## config.mk

```make
export PLATFORM = sky130hd
export DESIGN_NAME = arith_unit_pipe
export DESIGN_NICKNAME = d
export VERILOG_FILES = /design/src/rtl/arith_pkg.sv /design/src/rtl/arith_core.sv /design/src/rtl/arith_unit_pipe.sv
export SDC_FILE = /design/constraint.sdc
export NUM_CORES = 1
export LEC_CHECK = 0
export ABC_AREA = 1
export CORE_MARGIN = 2
export CORE_UTILIZATION = 47
export CTS_BUF_LIST = sky130_fd_sc_hd__clkbuf_8
export DETAILED_ROUTE_END_ITERATION = 7
export PLACE_DENSITY = 0.78
export SLEW_MARGIN = 20
export SYNTH_ARGS = -nofsm -noshare
export SYNTH_HDL_FRONTEND = slang
export SYNTH_HIERARCHICAL = 1
export SYNTH_SLANG_ARGS = --single-unit
```

## constraint.sdc

```tcl
create_clock -name clk -period 6.7 [get_ports clk]
set_input_delay 0.67 -clock clk [delete_from_list [all_inputs] [get_ports clk]]
set_output_delay 0.67 -clock clk [all_outputs]
set_load 0.01 [all_outputs]
```

## src/rtl/arith_pkg.sv

```systemverilog
// Shared definitions for the pipelined arithmetic unit: opcode map and the
// status-bus bit order also consumed by the writeback stage.
package arith_pkg;

    localparam int unsigned OP_PASS_A     = 0;
    localparam int unsigned OP_INC_A      = 1;
    localparam int unsigned OP_DEC_A      = 2;
    localparam int unsigned OP_PASS_B     = 3;
    localparam int unsigned OP_INC_B      = 4;
    localparam int unsigned OP_DEC_B      = 5;
    localparam int unsigned OP_ADD        = 6;
    localparam int unsigned OP_ADDC       = 7;
    localparam int unsigned OP_SUB        = 8;
    localparam int unsigned OP_SUBB       = 9;
    localparam int unsigned OP_ACC        = 10;
    localparam int unsigned OP_CLR_ACC    = 11;
    localparam int unsigned OP_LAST_LEGAL = 11;

    // Status bus order: {E,V,N,Z,C} from MSB to LSB
    localparam int FLAG_C = 0;
    localparam int FLAG_Z = 1;
    localparam int FLAG_N = 2;
    localparam int FLAG_V = 3;
    localparam int FLAG_E = 4;
    localparam int FLAG_W = 5;

    typedef logic [FLAG_W-1:0] status_t;

endpackage

```

## src/rtl/arith_core.sv

```systemverilog
// Combinational datapath of the arithmetic unit: operand routing, add/sub with
// carry/borrow and signed overflow, accumulator write request and illegal-op detect.
module arith_core
    import arith_pkg::*;
#(
    parameter int WIDTH = 8,
    parameter int SEL_W = 4
) (
    input  logic [SEL_W-1:0] op,
    input  logic [WIDTH-1:0] a,
    input  logic [WIDTH-1:0] b,
    input  logic             c_in,
    input  logic [WIDTH-1:0] acc,
    output logic [WIDTH-1:0] res,
    output logic             carry,
    output logic             ovf,
    output logic             err,
    output logic             acc_we
);

    localparam logic [WIDTH-1:0] ONE = WIDTH'(1);

    int unsigned      op_n;
    logic [WIDTH-1:0] x;
    logic [WIDTH-1:0] y;
    logic             ci;
    logic             is_add;
    logic             is_sub;
    logic [WIDTH:0]   sum;
    logic [WIDTH:0]   diff;

    // Every op is reduced to x (+|-) y (+|-) ci, or a plain pass of x
    always_comb begin
        op_n   = 32'(op);
        x      = '0;
        y      = '0;
        ci     = 1'b0;
        is_add = 1'b0;
        is_sub = 1'b0;
        acc_we = 1'b0;
        err    = (op_n > OP_LAST_LEGAL);
        case (op_n)
            OP_PASS_A:  x = a;
            OP_INC_A:   begin x = a;   y = ONE; is_add = 1'b1; end
            OP_DEC_A:   begin x = a;   y = ONE; is_sub = 1'b1; end
            OP_PASS_B:  x = b;
            OP_INC_B:   begin x = b;   y = ONE; is_add = 1'b1; end
            OP_DEC_B:   begin x = b;   y = ONE; is_sub = 1'b1; end
            OP_ADD:     begin x = a;   y = b;   is_add = 1'b1; end
            OP_ADDC:    begin x = a;   y = b;   ci = c_in; is_add = 1'b1; end
            OP_SUB:     begin x = a;   y = b;   is_sub = 1'b1; end
            OP_SUBB:    begin x = a;   y = b;   ci = c_in; is_sub = 1'b1; end
            OP_ACC:     begin x = acc; y = a;   is_add = 1'b1; acc_we = 1'b1; end
            OP_CLR_ACC: acc_we = 1'b1;
            default:    ;
        endcase
    end

    assign sum  = {1'b0, x} + {1'b0, y} + {{WIDTH{1'b0}}, ci};
    assign diff = {1'b0, x} - {1'b0, y} - {{WIDTH{1'b0}}, ci};

    always_comb begin
        res   = x;
        carry = 1'b0;
        ovf   = 1'b0;
        if (is_add) begin
            res   = sum[WIDTH-1:0];
            carry = sum[WIDTH];
            ovf   = (x[WIDTH-1] == y[WIDTH-1]) && (sum[WIDTH-1] != x[WIDTH-1]);
        end else if (is_sub) begin
            res   = diff[WIDTH-1:0];
            carry = diff[WIDTH];
            ovf   = (x[WIDTH-1] != y[WIDTH-1]) && (diff[WIDTH-1] != x[WIDTH-1]);
        end
    end

endmodule

```

## src/rtl/arith_unit_pipe.sv

```systemverilog
// Two-stage pipelined arithmetic unit with valid/ready on both sides; stage 1
// captures the beat, stage 2 computes and registers result, flags and accumulator.
module arith_unit_pipe
    import arith_pkg::*;
#(
    parameter int WIDTH = 8,
    parameter int SEL_W = 4
) (
    input  logic             clk,
    input  logic             rst_n,
    input  logic             in_valid,
    output logic             in_ready,
    input  logic [WIDTH-1:0] a,
    input  logic [WIDTH-1:0] b,
    input  logic [SEL_W-1:0] sel,
    input  logic             c_in,
    output logic             out_valid,
    input  logic             out_ready,
    output logic [WIDTH-1:0] res,
    output logic             carry,
    output logic             zero,
    output logic             neg,
    output logic             ovf,
    output logic             err
);

    logic             en;
    logic             s1_valid_q;
    logic [WIDTH-1:0] s1_a_q;
    logic [WIDTH-1:0] s1_b_q;
    logic [SEL_W-1:0] s1_sel_q;
    logic             s1_cin_q;
    logic             out_valid_q;
    logic [WIDTH-1:0] res_q;
    status_t          flags_q;
    status_t          flags_d;
    logic [WIDTH-1:0] acc_q;
    logic [WIDTH-1:0] acc_d;

    logic [WIDTH-1:0] core_res;
    logic             core_carry;
    logic             core_ovf;
    logic             core_err;
    logic             core_acc_we;

    // Whole pipeline advances together; a full output stage blocks both stages
    assign en       = !out_valid_q || out_ready;
    assign in_ready = en;

    arith_core #(
        .WIDTH (WIDTH),
        .SEL_W (SEL_W)
    ) u_core (
        .op     (s1_sel_q),
        .a      (s1_a_q),
        .b      (s1_b_q),
        .c_in   (s1_cin_q),
        .acc    (acc_q),
        .res    (core_res),
        .carry  (core_carry),
        .ovf    (core_ovf),
        .err    (core_err),
        .acc_we (core_acc_we)
    );

    always_comb begin
        flags_d         = '0;
        flags_d[FLAG_C] = core_carry;
        flags_d[FLAG_Z] = (core_res == '0);
        flags_d[FLAG_N] = core_res[WIDTH-1];
        flags_d[FLAG_V] = core_ovf;
        flags_d[FLAG_E] = core_err;
        acc_d           = core_acc_we ? core_res : acc_q;
    end

    always_ff @(posedge clk) begin
        if (!rst_n) begin
            s1_valid_q  <= 1'b0;
            s1_a_q      <= '0;
            s1_b_q      <= '0;
            s1_sel_q    <= '0;
            s1_cin_q    <= 1'b0;
            out_valid_q <= 1'b0;
            res_q       <= '0;
            flags_q     <= '0;
            acc_q       <= '0;
        end else if (en) begin
            s1_valid_q  <= in_valid;
            s1_a_q      <= a;
            s1_b_q      <= b;
            s1_sel_q    <= sel;
            s1_cin_q    <= c_in;
            out_valid_q <= s1_valid_q;
            if (s1_valid_q) begin
                res_q   <= core_res;
                flags_q <= flags_d;
                acc_q   <= acc_d;
            end
        end
    end

    assign out_valid = out_valid_q;
    assign res       = res_q;
    assign carry     = flags_q[FLAG_C];
    assign zero      = flags_q[FLAG_Z];
    assign neg       = flags_q[FLAG_N];
    assign ovf       = flags_q[FLAG_V];
    assign err       = flags_q[FLAG_E];

endmodule

```

=== Yosys cells after proc, flatten, opt, wreduce, memory -nomap -nowiden ===
Cells that the tools add are included.

* Muxes and demuxes: 12
* Equality and inequality tests: 15
* Add/sub/neg operators: 4
* Order comparisons: 1
* Reductions and logical operators: 16

{| class="wikitable"
|+ Operators by type and width
! kind !! number
|-
| case mux 8 bit (3 select lines) || 2
|-
| equality test 4 x 3 -> 1 bit (second input constant) || 4
|-
| equality test 4 bit (second input constant) || 4
|-
| 2-to-1 mux 8 bit || 2
|-
| OR reduction 4 bit || 3
|-
| adder 8 x 8 -> 9 bit || 1
|-
| adder 9 x 1 -> 9 bit || 1
|-
| subtractor 8 x 8 -> 9 bit || 1
|-
| subtractor 9 x 1 -> 9 bit || 1
|-
| equality test 4 x 2 -> 1 bit (second input constant) || 2
|-
| zero test 8 bit || 1
|-
| 2-to-1 mux 1 bit || 8
|-
| OR reduction 7 bit || 1
|-
| OR reduction 5 bit || 1
|-
| equality test 4 x 1 -> 1 bit (second input constant) || 1
|-
| greater-than comparator 4 bit (second input constant) || 1
|-
| zero test 4 bit || 1
|-
| OR reduction 2 bit || 2
|-
| != test 1 bit || 3
|-
| AND reduction 3 bit || 1
|-
| OR reduction 3 bit || 1
|-
| logical AND 1 bit || 2
|-
| AND reduction 2 bit || 1
|-
| equality test 1 bit || 1
|-
| 2 further kinds || 2
|}

* Input bits: 25
* Logic and storage cells: 57
* Register bits after elaboration: 44
* Output and inout port bits: 15

=== Depth between registers and ports, before layout ===
Gate-level depths: netlist of the first run.

* Depth in word-level cells: 9
* Depth in mapped cells: 26
* Depth with buffers taken out: 25

=== Cells and area by module ===
The synthesis of the first run kept the hierarchy.

{| class="wikitable"
|+ By module, submodules not included
! module !! instances !! cells each !! area each (um2) !! seq. area each (um2)
|-
| arith_unit_pipe || 1 || 214 || 1,589.0 || 860.8
|-
| arith_core || 1 || 250 || 1,452.6 || 0.0
|}

=== Least setup slack after synthesis of the first run ===
OpenSTA, ideal clock, no wires.

* Path type: register to register
* From: reg s1_sel_q[2]
* To: reg flags_q[1]
* Setup slack: 3,378 ps
* Clock period less this slack: 3,322 ps
* Cell stages (with the launch flop): 26
* Arrival: 3,258 ps
* Data required time: 6,636 ps
* Setup time: 64 ps
* Path through: dfxtp_1 > inv_2 > nor2_1 > inv_1 > nor2_2 > inv_1 > nand2_1 > inv_1 > o211ai_1 > fa_1 > inv_1 > fa_1 > inv_1 > nand2_1 > a21oi_1 > nor2_1 > o21ai_0 > nand2_1 > xor2_1 > nand2_1 > nand3_1 > nor2_1 > nand2_1 > nor2_1 > nor2_1 > nor2_1

* Cells in the longest elaborated chain, start to end: 8
* Elaborated cells between the ends (all ways): 30
* Classes of those cells: 4 x add/sub; 10 x eq/ne; 7 x mux; 9 x reduce/logical

{| class="wikitable"
|+ RTL lines
! what !! RTL line !! source
|-
| from (decl) || arith_unit_pipe.sv:31 || <nowiki>logic [SEL_W-1:0] s1_sel_q;</nowiki>
|-
| from (signal assigned) || arith_unit_pipe.sv:91 || <nowiki>s1_sel_q <= sel;</nowiki>
|-
| equality test 4 x 1 -> 1 bit (tied with other cells) || arith_core.sv:42 || <nowiki>case (op_n)</nowiki>
|-
| OR reduction 7 bit (no line) (tied with other cells) || -- ||
|-
| case mux 8 bit (3 select lines) || arith_core.sv:42 ||
|-
| subtractor 8 x 8 -> 9 bit || arith_core.sv:60 || <nowiki>assign diff = {1'b0, x} - {1'b0, y} - {{WIDTH{1'b0}}, ci};</nowiki>
|-
| subtractor 9 x 1 -> 9 bit || arith_core.sv:60 ||
|-
| 2-to-1 mux 8 bit || arith_core.sv:70 || <nowiki>end else if (is_sub) begin</nowiki>
|-
| 2-to-1 mux 8 bit * || arith_core.sv:66 || <nowiki>if (is_add) begin</nowiki>
|-
| named net core_res[6] || arith_unit_pipe.sv:40 || <nowiki>logic [WIDTH-1:0] core_res;</nowiki>
|-
| zero test 8 bit * || arith_unit_pipe.sv:69 || <nowiki>flags_d[FLAG_Z] = (core_res == '0);</nowiki>
|-
| to (signal assigned) || arith_unit_pipe.sv:96 || <nowiki>flags_q <= flags_d;</nowiki>
|-
| to (decl) || arith_unit_pipe.sv:35 || <nowiki>status_t flags_q;</nowiki>
|}

The timed path passes the listed nets; every way through them passes the cells marked *.
A chain may end at the register's enable or synchronous reset.

=== Worst setup path after layout of the first run ===
Ends and elaborated chain as after synthesis.

==> impl_metrics.yaml, run 1 <==
clocking:
  hold_buffers: 0
  cts_root_buffer: "clkbuf_8"
  insertion_delay_ps: 290
  cts_resized: 0
  cts_tree: "yes"
  postCtsSetupBuffers: 0
  cts_inserted_buffers: 5
  cts_buffer_depth: 2
  htree_num_levels: 2
  path_clk_slew_ps: 90
  cts.sinks: 43
global_routing:
  grt_max_degree: 44
  grt_overflow: 0
  grt_busiest_layer: "met2"
  antenna_found_initial: 0
  grt_use_total: 0.2264
  grt_first_pass_wirelength_mm: 13.14
  use_met3: 0.03441
  grt_pass1_vias: 2824
  grtUsageMet2: 0.3954
  grt_use_met1: 0.2922
power:
  power.total_uw: 740.6
  vdd_ir_drop_max_v: 0.0001173
  power_density_mw_per_mm2: 207.3
  power.leakage_uw: 0.001711
detailed_routing:
  wl_mm: 7.733
  vias: 2990
  drc: 0
  avgViaCountPerCell: 5.209
  post_drt_wl_per_cell_um: 13.47
  dr.first_iter.drc_count: 220
  dr.pass1.iters: 5
  postRouteAntennaNets: 0
layout:
  final_layout_size_suffix_gt1_frac: 0.07445
  finalNonFillerCells: 574
  syn2layout_area_growth_pct: 17.44
  num_antenna_cells: 0
  layout.nets: 544
yosys:
  synthCells: 464
  synthTopCellsByArea: "dfxtp_1 28%, nor2_1 13%, nand2_1 9.6%, ha_1 7.8%, inv_1 7.7%"
  synthArstFlopShare: 0
  avgSynthCellArea_um2: 6.555
  synthFlopType: "dfxtp_1"
  synth_cell_type_count: 40
  netlist_area_mm2: 0.003042
  yosysTopAreaCell: "dfxtp_1"
  synth-edff-count: 0
  synth_top_cell_area_share: 0.2830
  ys_warn_count: 6
  syn-num-nets: 512
  synth-seq-cells: 43
  ys_seq_area_frac: 0.2830
sta:
  grt_setup_unrepaired: "false"
  finClkSkew_ps: 13.86
  clock.fmax_mhz: 253.8
  setup_slack_ps: 2760
  setup_violations: 0
  setup-tns-final_ps: 0
  layout_worst_path_cycle_share: 0.5880
  period_minus_slack_ps: 3940
  relSlewSlack: 0.5045
  hold_viol: 0
  slew_viol_final: 0
  tightest_slew_ps: 742.4
critical_path:
  cp_data_arrival_time_ps: 4170
  startpoint: "s1_sel_q[2]$_SDFFE_PN0P_"
  critPathLaunchType: "flop"
  r2r_slack_ps: 2760
  path_max_fanout: 8
  reg2reg_to: "flags_q[1]$_SDFFE_PN0P_"
  r2r_start: "s1_sel_q[2]$_SDFFE_PN0P_"
  crit_type: "flop to flop"
  cp.required_ps: 6930
  cp-end-kind: "flop"
  r2r_cells: 25
  crit_end: "flags_q[1]$_SDFFE_PN0P_"
place:
  port_buffers: 39
  dpl.hpwl_mm: 6.152
  gp_congestion: 0.9630
  pre_cts_slack_ps: 2852
  dp_cells: 566
floorplan:
  die_w_um: 84.45
  die_area_mm2: 0.007131
  initial_core_util: 0.4818
  die_h_um: 84.45
  core_area_mm2: 0.006314
  pin_count: 40
  num_rows: 29
flow_run:
  max-cap-violations: 0
worst_hold_path:
  min_path_type: "flop to flop"
status:
  status: "finished clean"
-- state kept, by name (all words and copies together) (netlist names) --
name	count
flags_q	5
s1_sel_q	4
acc_q	8
s1_valid_q	1
s1_a_q	8
s1_b_q	8
s1_cin_q	1
res	7
out_valid	1
-- per-stage QoR --
stage                     hold WS, ps  cell area, um2    util
after floorplan                 472.4            3042       -
after global placement          465.1            3460  0.5480
after detailed placement        473.0            3460  0.5480
after CTS                       493.7            3572  0.5658
after global routing            514.8            3572  0.5658
final                           490.4            3572  0.5658
-- cells by family after synthesis --
group	synth area share
AO/OA/AOI/OAI	0.1654
XOR/XNOR	0.005760
buffers and inverters	0.1086
flip-flops	0.2830
AND/OR/NAND/NOR	0.3328
adder cells (fa/ha/maj)	0.1045
-- synth_stat cells (2+ instances only) --
| library cell | number |
|---|---|
| nand3_4 | 2 |
| a211oi_1 | 2 |
| nor3_4 | 2 |
| ha_1 | 19 |
| o21ai_0 | 46 |
| nor2_1 | 104 |
| a221o_1 | 2 |
| a21oi_1 | 17 |
| clkbuf_1 | 5 |
| inv_2 | 4 |
| dfxtp_1 | 43 |
| nand2_2 | 8 |
| fa_1 | 4 |
| nand2_4 | 2 |
| buf_2 | 6 |
| o211ai_2 | 2 |
| nand3_1 | 21 |
| a22oi_1 | 3 |
| buf_4 | 3 |
| o21ai_1 | 4 |
| xor2_1 | 2 |
| nor3_1 | 2 |
| inv_1 | 62 |
| nor2_2 | 2 |
| a31oi_1 | 2 |
| a21boi_0 | 2 |
| nand2_1 | 78 |
| nand4_1 | 3 |
-- critical path: stages, from the launching register on --
cell	delay, ps
dfxtp_1	520
inv_2	90
nor2_1	140
inv_1	60
nor2_2	140
inv_1	60
nand2_1	180
inv_1	140
o211ai_1	370
fa_1	250
inv_1	70
fa_1	430
inv_1	70
nand2_1	70
a21oi_1	270
nor2_1	60
o21ai_0	160
nand2_1	90
xor2_1	140
nand2_1	60
nand3_1	130
nor2_1	110
nand2_1	60
nor2_1	100
nor2_1	50
nor2_1	80
-- power breakdown --
group / switching [uW] / internal [uW]
sequential: 14.3 / 272
combinational: 156 / 98.2
clock: 88.8 / 111
-- layout by cell type (no fill, tap or decap), types with 5 or more instances in the layout --
cell type / n
a21oi_1: 17
clkbuf_8: 5
clkdlybuf4s50_1: 39
dfxtp_1: 43
ha_1: 19
inv_1: 62
nand2_1: 78
nand2_2: 8
nand3_1: 21
nor2_1: 104
o21ai_0: 46
-- per-layer routing --
layer	up-vias	wire, um
met3	12	443
li1	1541	-
met4	0	98
met2	116	3726
met1	1321	3465
met5	-	0
-- area by class of cell --
class | instances | area, um2
fill | 633 | 2741
multi-input combinational | 339 | 1851
sequential | 43 | 860.8
timing repair buffer | 40 | 397.9
inverter | 67 | 254.0
tap | 77 | 96.34
clock buffer | 5 | 68.82
clock inverter | 3 | 43.79
-- how the worst min path moves through the flow --
| stage | start | to | slack [ps] | depth (start not counted) |
|---|---|---|---|---|
| floorplan | s1_sel_q[0]$_SDFFE_PN0P_ | s1_sel_q[0]$_SDFFE_PN0P_ | 470 | 2 |
| global placement | flags_q[4]$_SDFFE_PN0P_ | flags_q[4]$_SDFFE_PN0P_ | 470 | 2 |
| detailed placement | flags_q[4]$_SDFFE_PN0P_ | flags_q[4]$_SDFFE_PN0P_ | 470 | 2 |
| CTS | flags_q[4]$_SDFFE_PN0P_ | flags_q[4]$_SDFFE_PN0P_ | 490 | 2 |
| global route | flags_q[4]$_SDFFE_PN0P_ | flags_q[4]$_SDFFE_PN0P_ | 510 | 2 |
| finish | flags_q[4]$_SDFFE_PN0P_ | flags_q[4]$_SDFFE_PN0P_ | 490 | 2 |
Power figures use the tool's default switching activity.
==> inputs of run 2 (changes only) <==
--- a/config.mk
+++ b/config.mk
@@ -10,7 +10,7 @@
 export CORE_UTILIZATION = 47
 export CTS_BUF_LIST = sky130_fd_sc_hd__clkbuf_8
 export DETAILED_ROUTE_END_ITERATION = 7
-export PLACE_DENSITY = 0.78
+export PLACE_DENSITY = 0.8
 export SLEW_MARGIN = 20
 export SYNTH_ARGS = -nofsm -noshare
 export SYNTH_HDL_FRONTEND = slang
==> constraint.sdc (replaced) <==
create_clock -name clk -period 3.4 [get_ports clk]
set_input_delay 0.34 -clock clk [delete_from_list [all_inputs] [get_ports clk]]
set_output_delay 0.34 -clock clk [all_outputs]
set_load 0.01 [all_outputs]
==> run 2 against run 1 <==
- sequential share of layout area is 2.5 points lower
- utilization is 7.7 points higher
- sequential power is 97% higher
- register-to-register slack worse by 2700 ps
- clock power is 100% higher
- critical path depth is 2 lower
- clock-buffer cell count stayed put
- setup slack worse by 2700 ps
- largest cell class unchanged
- first-iteration DRC count is 7.7% higher
- cell count is 7.5% higher
- hold slack worse by 4.1 ps
- non-clock buffer count is 43 higher
==> impl_metrics.yaml, run 2 (synthesis results as in run 1) <==
status:
  status: "finished clean"
floorplan:
  initial_core_util: 0.4818
  die_h_um: 84.45
  num_rows: 29
  core_area_mm2: 0.006314
  die_area_mm2: 0.007131
  die_w_um: 84.45
  pin_count: 40
critical_path:
  cp-end-kind: "flop"
  startpoint: "s1_sel_q[2]$_SDFFE_PN0P_"
  cp.required_ps: 3610
  critPathLaunchType: "flop"
  r2r_slack_ps: 60
  crit_end: "acc_q[6]$_SDFFE_PN0P_"
  path_max_fanout: 4
  crit_type: "flop to flop"
  r2r_cells: 23
  r2r_start: "s1_sel_q[2]$_SDFFE_PN0P_"
  reg2reg_to: "acc_q[6]$_SDFFE_PN0P_"
  cp_data_arrival_time_ps: 3550
sta:
  setup_slack_ps: 57.79
  clock.fmax_mhz: 299.2
  hold_viol: 0
  setup_violations: 0
  whs_ps: 486.3
  slew_viol_final: 0
  layout_worst_path_cycle_share: 0.9830
  grt_setup_unrepaired: "true"
  relSlewSlack: 0.2588
  period_minus_slack_ps: 3342
  finClkSkew_ps: 13.28
  tightest_slew_ps: 1108
global_routing:
  grt_pass1_vias: 3018
  grt_first_pass_wirelength_mm: 13.52
  grtUsageMet2: 0.4242
  grt_max_degree: 38
  grt_use_met1: 0.2864
  antenna_found_initial: 0
  grt_use_total: 0.2342
  use_met3: 0.03441
  grt_overflow: 0
  grt_busiest_layer: "met2"
place:
  dpl.hpwl_mm: 6.369
  dp_cells: 600
  gp_congestion: 0.9353
  pre_cts_slack_ps: -113.8
  port_buffers: 39
detailed_routing:
  post_drt_wl_per_cell_um: 13.43
  avgViaCountPerCell: 5.151
  wl_mm: 8.285
  drc: 0
  dr.pass1.iters: 5
  dr.first_iter.drc_count: 237
  postRouteAntennaNets: 0
  vias: 3178
worst_hold_path:
  min_from: "res[2]$_SDFFE_PN0P_"
  min_path_type: "flop to flop"
power:
  power.leakage_uw: 0.001955
  vdd_ir_drop_max_v: 0.0002863
  power_density_mw_per_mm2: 396.3
clocking:
  cts_buffer_depth: 2
  path_clk_slew_ps: 90
  insertion_delay_ps: 310
  cts_root_buffer: "clkbuf_8"
  cts_tree: "yes"
  htree_num_levels: 2
  hold_buffers: 0
  cts.sinks: 43
  cts_inserted_buffers: 5
layout:
  largestRegisters: "acc_q: 8 flops, s1_a_q: 8 flops, s1_b_q: 8 flops"
  num_antenna_cells: 0
  layout.nets: 587
  syn2layout_area_growth_pct: 33.48
  final_layout_size_suffix_gt1_frac: 0.2093
  mostFrequentLayoutCell: "nor2_1"
  layout_common_cells: "102 x nor2_1, 73 x nand2_1, 56 x inv_1"
  finalNonFillerCells: 617
flow_run:
  max-cap-violations: 0
run 2: worst max-delay path, stage by stage (launching register included):
cell and delay (ps):
dfxtp_4 360, buf_4 150, nand3_2 90, nand2_2 80, inv_2 80, nor2_1 80
a221oi_4 220, inv_2 80, fa_2 370, fa_2 390, inv_2 70, nor2_2 30
o21ai_1 130, nand2_1 90, nand2_1 100, nand2_1 70, a21oi_2 160, a21oi_1 80
o21ai_1 110, nand3_2 100, buf_4 150, buf_4 120, nor2_1 90, nor2_1 60
run 2: how the worst min path moves through the flow:
stage	end	depth (start not counted)
after floorplan	s1_sel_q[0]$_SDFFE_PN0P_	2
after global placement	res[0]$_SDFFE_PN0P_	2
after detailed placement	res[2]$_SDFFE_PN0P_	2
after CTS	res[2]$_SDFFE_PN0P_	2
after global routing	res[2]$_SDFFE_PN0P_	2
final	res[2]$_SDFFE_PN0P_	2
run 2: timing repair:
action	in CTS	in global routing
pin swaps	1	21
cloned	0	0
gates resized for setup	5	48
buffers inserted	1	8
endpoints found under the setup margin	3	10
run 2: report_power, final:
part           leakage (uW)  internal (uW)  switching [uW]  total (uW)
clock network     0.0000581            219             183         402
registers          0.000357            536            30.0         566
logic               0.00154            287             354         641
total               0.00195           1040             567        1610
run 2: layout make-up:
cell class / instances / area (um2)
clock inverters: 3 / 43.79
inverters: 67 / 261.5
well taps: 77 / 96.34
clock buffers: 5 / 68.82
fillers: 567 / 2253
repair buffers: 83 / 737.0
flip-flops and latches: 43 / 875.8
multi-input cells: 339 / 1977
run 2: layer usage:
layer | part of all wire | wire, um | up-vias
met3 | 0.052 | 433 | 9
li1 | - | - | 1631
met1 | 0.44 | 3622 | 1430
met2 | 0.50 | 4104 | 108
met5 | 0 | 0 | -
met4 | 0.015 | 125 | 0
run 2: per-stage QoR:
step                      instance area, um2  TNS [ps]  power [uW]    util
final                                   4060         0        1609  0.6431
after global placement                  3727         0        1125  0.5904
after detailed placement                3727    -124.3        1139  0.5904
after floorplan                         3042         0       923.7       -
after CTS                               3855         0        1543  0.6106
after global routing                    4060    -437.5        1710  0.6431
